## config.mk

```make
export PLATFORM = sky130hd
export DESIGN_NAME = pid_ctrl_p
export DESIGN_NICKNAME = d
export VERILOG_FILES = /design/src/rtl/pid_pkg.sv /design/src/rtl/pid_sat.sv /design/src/rtl/pid_ctrl_p.sv
export SDC_FILE = /design/constraint.sdc
export NUM_CORES = 1
export LEC_CHECK = 0
export BUFFER_PORTS_ARGS = -buffer_cell sky130_fd_sc_hd__buf_2
export CELL_PAD_IN_SITES_DETAIL_PLACEMENT = 0
export CELL_PAD_IN_SITES_GLOBAL_PLACEMENT = 1
export CORE_ASPECT_RATIO = 0.7
export CORE_MARGIN = 3
export CORE_UTILIZATION = 42
export DETAILED_ROUTE_END_ITERATION = 10
export GPL_TIMING_DRIVEN = 0
export PLACE_DENSITY_LB_ADDON = 0.12
export REMOVE_ABC_BUFFERS = 1
export SYNTH_ARGS = -nofsm -noshare
export SYNTH_HDL_FRONTEND = slang
export SYNTH_SLANG_ARGS = --single-unit
export TNS_END_PERCENT = 20
```

## constraint.sdc

```tcl
create_clock -name clk -period 5.9 [get_ports clk]
set_clock_uncertainty 0.1 [all_clocks]
set_input_delay 1.18 -clock clk [delete_from_list [all_inputs] [get_ports clk]]
set_output_delay 1.18 -clock clk [all_outputs]
set_load 0.01 [all_outputs]
```

## src/rtl/pid_pkg.sv

```systemverilog
// Shared constants and the signed saturation helper for the PID steering controller.
package pid_pkg;

    localparam int ERR_W_DEF   = 12;
    localparam int SAT_W_DEF   = 10;
    localparam int FRWRD_W_DEF = 10;
    localparam int SPD_W_DEF   = 11;
    localparam int P_COEFF_DEF = 3;
    localparam int D_COEFF_DEF = 14;
    localparam int D_SAT_W_DEF = 7;
    localparam int D_DEPTH_DEF = 1;
    localparam int INTG_W_DEF  = 18;
    localparam int I_SHIFT_DEF = 6;

    // The summed PID value is divided by 8 before it steers the wheels.
    localparam int OUT_SHIFT = 3;

    // Clamp a sign-extended value into the signed range of an out_w-bit word.
    function automatic logic signed [63:0] sat_signed(input logic signed [63:0] v,
                                                      input int out_w);
        logic signed [63:0] hi;
        logic signed [63:0] lo;
        hi = (64'sd1 <<< (out_w - 1)) - 64'sd1;
        lo = -hi - 64'sd1;
        if (v > hi) begin
            return hi;
        end else if (v < lo) begin
            return lo;
        end
        return v;
    endfunction

endpackage

```

## src/rtl/pid_sat.sv

```systemverilog
// Parametrised combinational signed saturator from IN_W bits down (or up) to OUT_W bits.
module pid_sat
    import pid_pkg::*;
#(
    parameter int IN_W  = 12,
    parameter int OUT_W = 10
) (
    input  logic signed [IN_W-1:0]  din_i,
    output logic signed [OUT_W-1:0] dout_o
);

    logic signed [63:0] wide_in;
    logic signed [63:0] wide_out;
    logic               unused_hi;

    assign wide_in  = {{(64-IN_W){din_i[IN_W-1]}}, din_i};
    assign wide_out = sat_signed(wide_in, OUT_W);
    assign dout_o   = wide_out[OUT_W-1:0];

    // After clamping, the upper bits are just copies of the sign bit.
    assign unused_hi = ^wide_out[63:OUT_W];

endmodule

```

## src/rtl/pid_ctrl_p.sv

```systemverilog
// PID steering controller: heading error + forward command -> saturated wheel speeds.
// Optional macro PID_PIPE_EN registers the PID sum ahead of the output stage.
module pid_ctrl_p
    import pid_pkg::*;
#(
    parameter int ERR_W   = ERR_W_DEF,
    parameter int SAT_W   = SAT_W_DEF,
    parameter int FRWRD_W = FRWRD_W_DEF,
    parameter int SPD_W   = SPD_W_DEF,
    parameter int P_COEFF = P_COEFF_DEF,
    parameter int D_COEFF = D_COEFF_DEF,
    parameter int D_SAT_W = D_SAT_W_DEF,
    parameter int D_DEPTH = D_DEPTH_DEF,
    parameter int INTG_W  = INTG_W_DEF,
    parameter int I_SHIFT = I_SHIFT_DEF
) (
    input  logic                    clk,
    input  logic                    rst,
    input  logic                    moving,
    input  logic                    err_vld,
    input  logic signed [ERR_W-1:0] error,
    input  logic [FRWRD_W-1:0]      frwrd,
    output logic signed [SPD_W-1:0] lft_spd,
    output logic signed [SPD_W-1:0] rght_spd,
    output logic                    spd_vld
);

    localparam int TW = SAT_W + 4;
    localparam int DW = SAT_W + 1;
    localparam int IW = INTG_W - I_SHIFT;
    localparam int OW = ((FRWRD_W + 1 > TW) ? FRWRD_W + 1 : TW) + 1;

    localparam logic signed [TW-1:0] P_K = TW'(P_COEFF);
    localparam logic signed [TW-1:0] D_K = TW'(D_COEFF);

    logic signed [SAT_W-1:0]   err_sat;
    logic signed [SAT_W-1:0]   hist_q [D_DEPTH];
    logic signed [SAT_W-1:0]   hist_last;
    logic signed [DW-1:0]      d_diff;
    logic signed [D_SAT_W-1:0] d_sat;

    logic signed [TW-1:0]      p_q, p_d;
    logic signed [TW-1:0]      i_q, i_d;
    logic signed [TW-1:0]      d_q, d_d;
    logic signed [INTG_W-1:0]  intg_q, intg_d;
    logic signed [INTG_W-1:0]  err_ext;
    logic signed [INTG_W-1:0]  intg_sum;
    logic                      intg_ovf;
    logic                      vld_q;

    logic signed [TW-1:0]      pid;
    logic signed [TW-1:0]      pid_s;
    logic [FRWRD_W-1:0]        frwrd_s;
    logic                      moving_s;
    logic                      vld_s;
    logic signed [TW-1:0]      drive;
    logic signed [OW-1:0]      fr_ext;
    logic signed [OW-1:0]      drv_ext;
    logic signed [OW-1:0]      out_sum [2];
    logic signed [SPD_W-1:0]   out_sat [2];

    pid_sat #(.IN_W(ERR_W), .OUT_W(SAT_W)) u_err_sat (
        .din_i  (error),
        .dout_o (err_sat)
    );

    // Derivative compares against the sample D_DEPTH accepted errors ago.
    assign hist_last = hist_q[D_DEPTH-1];
    assign d_diff    = {err_sat[SAT_W-1], err_sat} - {hist_last[SAT_W-1], hist_last};

    pid_sat #(.IN_W(DW), .OUT_W(D_SAT_W)) u_d_sat (
        .din_i  (d_diff),
        .dout_o (d_sat)
    );

    assign p_d = {{(TW-SAT_W){err_sat[SAT_W-1]}}, err_sat} * P_K;
    assign d_d = {{(TW-D_SAT_W){d_sat[D_SAT_W-1]}}, d_sat} * D_K;
    assign i_d = {{(TW-IW){intg_q[INTG_W-1]}}, intg_q[INTG_W-1:I_SHIFT]};

    assign err_ext  = {{(INTG_W-SAT_W){err_sat[SAT_W-1]}}, err_sat};
    assign intg_sum = intg_q + err_ext;
    assign intg_ovf = (intg_q[INTG_W-1] == err_ext[INTG_W-1]) &&
                      (intg_sum[INTG_W-1] != intg_q[INTG_W-1]);

    always_comb begin
        intg_d = intg_q;
        if (!moving) begin
            intg_d = '0;
        end else if (err_vld && !intg_ovf) begin
            intg_d = intg_sum;
        end
    end

    assign pid = p_q + i_q + d_q;

`ifdef PID_PIPE_EN
    logic signed [TW-1:0] pid_q;
    logic [FRWRD_W-1:0]   frwrd_q;
    logic                 moving_q;
    logic                 vld_pipe_q;

    // frwrd and moving ride alongside pid so all output inputs stay aligned.
    always_ff @(posedge clk) begin
        if (rst) begin
            pid_q      <= '0;
            frwrd_q    <= '0;
            moving_q   <= 1'b0;
            vld_pipe_q <= 1'b0;
        end else begin
            pid_q      <= pid;
            frwrd_q    <= frwrd;
            moving_q   <= moving;
            vld_pipe_q <= vld_q;
        end
    end

    assign pid_s    = pid_q;
    assign frwrd_s  = frwrd_q;
    assign moving_s = moving_q;
    assign vld_s    = vld_pipe_q;
`else
    assign pid_s    = pid;
    assign frwrd_s  = frwrd;
    assign moving_s = moving;
    assign vld_s    = vld_q;
`endif

    assign drive      = pid_s >>> OUT_SHIFT;
    assign fr_ext     = {{(OW-FRWRD_W){1'b0}}, frwrd_s};
    assign drv_ext    = {{(OW-TW){drive[TW-1]}}, drive};
    assign out_sum[0] = fr_ext + drv_ext;
    assign out_sum[1] = fr_ext - drv_ext;

    generate
        for (genvar gi = 0; gi < 2; gi++) begin : g_spd_sat
            pid_sat #(.IN_W(OW), .OUT_W(SPD_W)) u_spd_sat (
                .din_i  (out_sum[gi]),
                .dout_o (out_sat[gi])
            );
        end
    endgenerate

    always_ff @(posedge clk) begin
        if (rst) begin
            p_q      <= '0;
            i_q      <= '0;
            d_q      <= '0;
            intg_q   <= '0;
            vld_q    <= 1'b0;
            spd_vld  <= 1'b0;
            lft_spd  <= '0;
            rght_spd <= '0;
            for (int i = 0; i < D_DEPTH; i++) begin
                hist_q[i] <= '0;
            end
        end else begin
            vld_q   <= err_vld;
            spd_vld <= vld_s;
            intg_q  <= intg_d;
            if (err_vld) begin
                p_q       <= p_d;
                i_q       <= i_d;
                d_q       <= d_d;
                hist_q[0] <= err_sat;
                for (int i = 1; i < D_DEPTH; i++) begin
                    hist_q[i] <= hist_q[i-1];
                end
            end
            lft_spd  <= moving_s ? out_sat[0] : '0;
            rght_spd <= moving_s ? out_sat[1] : '0;
        end
    end

endmodule

```

==> flow_metrics.tcl <==
set metrics [dict create \
    antenna_found_initial 0 \
    ys_seq_area_share_pct 28.01 \
    relSlewSlack_pct 13.13 \
    finalSetupViolations 0 \
    rrSetupSlack_ns 0.83 \
    worstPathMaxFanout 18 \
    portBuffers 48 \
    dp_hpwl_mm 12.32 \
    cts_hold_buf 0 \
    fill_cells 1465 \
    synth.distinct_cells 70 \
    cp-end-kind "register" \
    grt_max_degree 33 \
    cts_tree "yes" \
    h-tree-depth 3 \
    fin_tns_setup_ns 0 \
    clkSinkCount 87 \
    syn2layout_area_growth_pct 12.39 \
    hold_depth 1 \
    synth_edf_count 10 \
    wl_mm 15.70 \
    ys.flop_type "dfxtp_1" \
    cp.arrival_ns 5.73 \
    start_kind "input pin" \
    dp_slack_ns -1.638 \
    post_drt_wl_per_cell_microns 15.77 \
    initial_utilization_pct 43.84 \
    hold_end "spd_vld" \
    critPathSlowestCell "fa_1" \
    grt_pass1_wl_mm 25.19 \
    critical_path_required_ns 6.06 \
    period_needed_ns 5.563 \
    fin_nets 919 \
    finalPower_mw 2.790 \
    fin_ws_ns 0.3365 \
    die_w_microns 155.6 \
    n_antenna_cell 0 \
    num_rows 37 \
    r2r_start "i_q[2]" \
    routabilityCongestion 0.8370 \
    synthesis.area_sq_um 6576 \
    critPathKind "input pin to register" \
    finalCritPeriodShare_pct 94.30 \
    status "finished, final reports clean" \
    vias 5340 \
    tightest_slew_ns 1.303 \
    p_leak_nw 3.367 \
    crit_top_cell "inv_1" \
    clk_pin_slew_ns 0.06 \
    yosysWarningCount 0 \
    maxCapViolations 0 \
    dieArea_sq_um 17220 \
    r2r_cells 17 \
    io-pin-count 49 \
    track_usage_pct 18.26 \
    cts_buffers 9 \
    yosys.area.top_type "dfxtp_1" \
    rr_endpoint "rght_spd[3]" \
    drt.antenna.violating_nets 0 \
    syn_area_per_cell_sq_um 8.687 \
    overflow 0 \
    die_h_microns 110.7 \
    holdCritStartpoint "vld_q" \
    core_region_area_sq_um 15000 \
    holdWs_ns 0.3354 \
    synth_seq_cells 87 \
    synthCells 757 \
    cts-root-buf "clkbuf_16" \
    drive_gt1_share_pct 12.98 \
    finalMaxSlewViolations 0 \
    drc 0 \
    viasPerCell 5.361 \
    drtIter0Drc 234 \
    cts_max_path_buffers 2 \
    grt_pass1_vias 4918 \
    fmax_mhz 179.7 \
    cellPowerDensity_nw_per_um2 377.4 \
    hold_viol 0 \
    critical_path.max_stage_delay_ns 0.43 \
    clk_latency_ns 0.35 \
    ir_worst_vdd_mv 0.1530 \
    drt-pass1-iter-count 4 \
    synthArstFlopShare_pct 0 \
    fin_util_pct 49.27 \
    worst_hold_path_type "register to register" \
    synth_area_leaders "dfxtp_1 (23%), ha_1 (14%), fa_1 (6.7%)" \
    synth_top_area_share_pct 23.44 \
]
area by class of cell:
type / instances / area [sq um] / area share [%]
sequential: 87 / 1842 / 24.92
multi-input combinational: 587 / 4506 / 60.96
inverter: 60 / 229.0 / 3.098
clock inverter: 7 / 70.07 / 0.9480
timing repair buffer: 51 / 275.3 / 3.724
tap: 195 / 244.0 / 3.301
clock buffer: 9 / 225.2 / 3.047
logic make-up (layout without fill, tap and decap cells):
kind of cell	after synthesis	count (layout)	synth area share (%)
buf+inv	83	127	5.099
xor+xnor	51	51	6.792
mux	35	35	5.327
fa+ha+maj	97	97	20.97
flops	87	87	28.01
compound gates	184	184	18.55
simple gates	220	220	15.26
worst max-delay path, delay by kind of cell:
family          cells  cell delay (ns)
fa+ha+maj           4             1.31
compound gates     10             1.74
buf+inv             5             0.57
simple gates        6             0.91
sequential cells by signal, indices dropped and copies added, names as in the netlist:
signal	flops
intg_q	18
lft_spd	11
i_q	12
hist_q	10
vld_q	1
spd_vld	1
d_q	11
rght_spd	11
p_q	12
cell usage in the layout, fill, tap and decap left out, types with 15 or more instances in the layout:
| master | netlist | final |
|---|---|---|
| a21o_1 | 16 | 16 |
| a21oi_1 | 58 | 51 |
| buf_2 | 1 | 46 |
| dfxtp_1 | 77 | 77 |
| fa_1 | 22 | 22 |
| ha_1 | 75 | 75 |
| inv_1 | 59 | 57 |
| mux2i_1 | 35 | 35 |
| nand2_1 | 33 | 33 |
| nor2_1 | 116 | 116 |
| nor3_1 | 15 | 15 |
| o21ai_0 | 42 | 38 |
| xnor2_1 | 37 | 37 |
synth_stat cells (9+ instances only):
master / number
nor2b_1: 13
a21oi_1: 58
fa_1: 22
nor2_1: 116
clkbuf_1: 17
xnor2_1: 37
xor2_1: 14
dfxtp_1: 77
nand2_1: 33
a21o_1: 16
mux2i_1: 35
nand2b_1: 9
ha_1: 75
o21ai_0: 42
nor3_1: 15
a211oi_1: 10
inv_1: 59
edfxtp_1: 10
per-stage QoR:
stage | area, sq um | cells
global placement | 6950 | 977
CTS | 7282 | 993
floorplan | 6466 | 734
detailed placement | 6950 | 977
finish | 7391 | 996
global route | 7391 | 996
what timing repair did:
action	CTS	global route
resized for setup	11	18
endpoints found under the setup margin	7	4
setup buffers	0	3
pin swaps	0	1
gates cloned	0	0
power breakdown:
part,total (mW),switching (mW),internal (mW)
clock,0.583,0.254,0.329
combinational,1.47,0.829,0.638
sequential,0.741,0.0465,0.694
total,2.79,1.13,1.66
routing by layer:
metal | vias to the layer above | GRT usage (%) | wire length [microns]
li1 | 2714 | - | -
met1 | 2545 | 28.13 | 8592
met2 | 70 | 25.82 | 6389
met3 | 11 | 4.019 | 576
met4 | 0 | 4.082 | 145
met5 | - | 0 | 0
worst max path at each step:
stage / start / to / slack [ns] / depth (start not counted)
2_1_floorplan: error[9] / d_q[8] / 0.05 / 22
3_3_place_gp: error[11] / d_q[8] / -1.48 / 21
3_5_place_dp: error[11] / d_q[8] / -1.64 / 21
4_1_cts: error[9] / d_q[9] / 0.07 / 25
5_1_grt: error[9] / d_q[9] / -0.02 / 24
6_report: error[9] / d_q[9] / 0.34 / 25
Power figures use the tool's default switching activity.
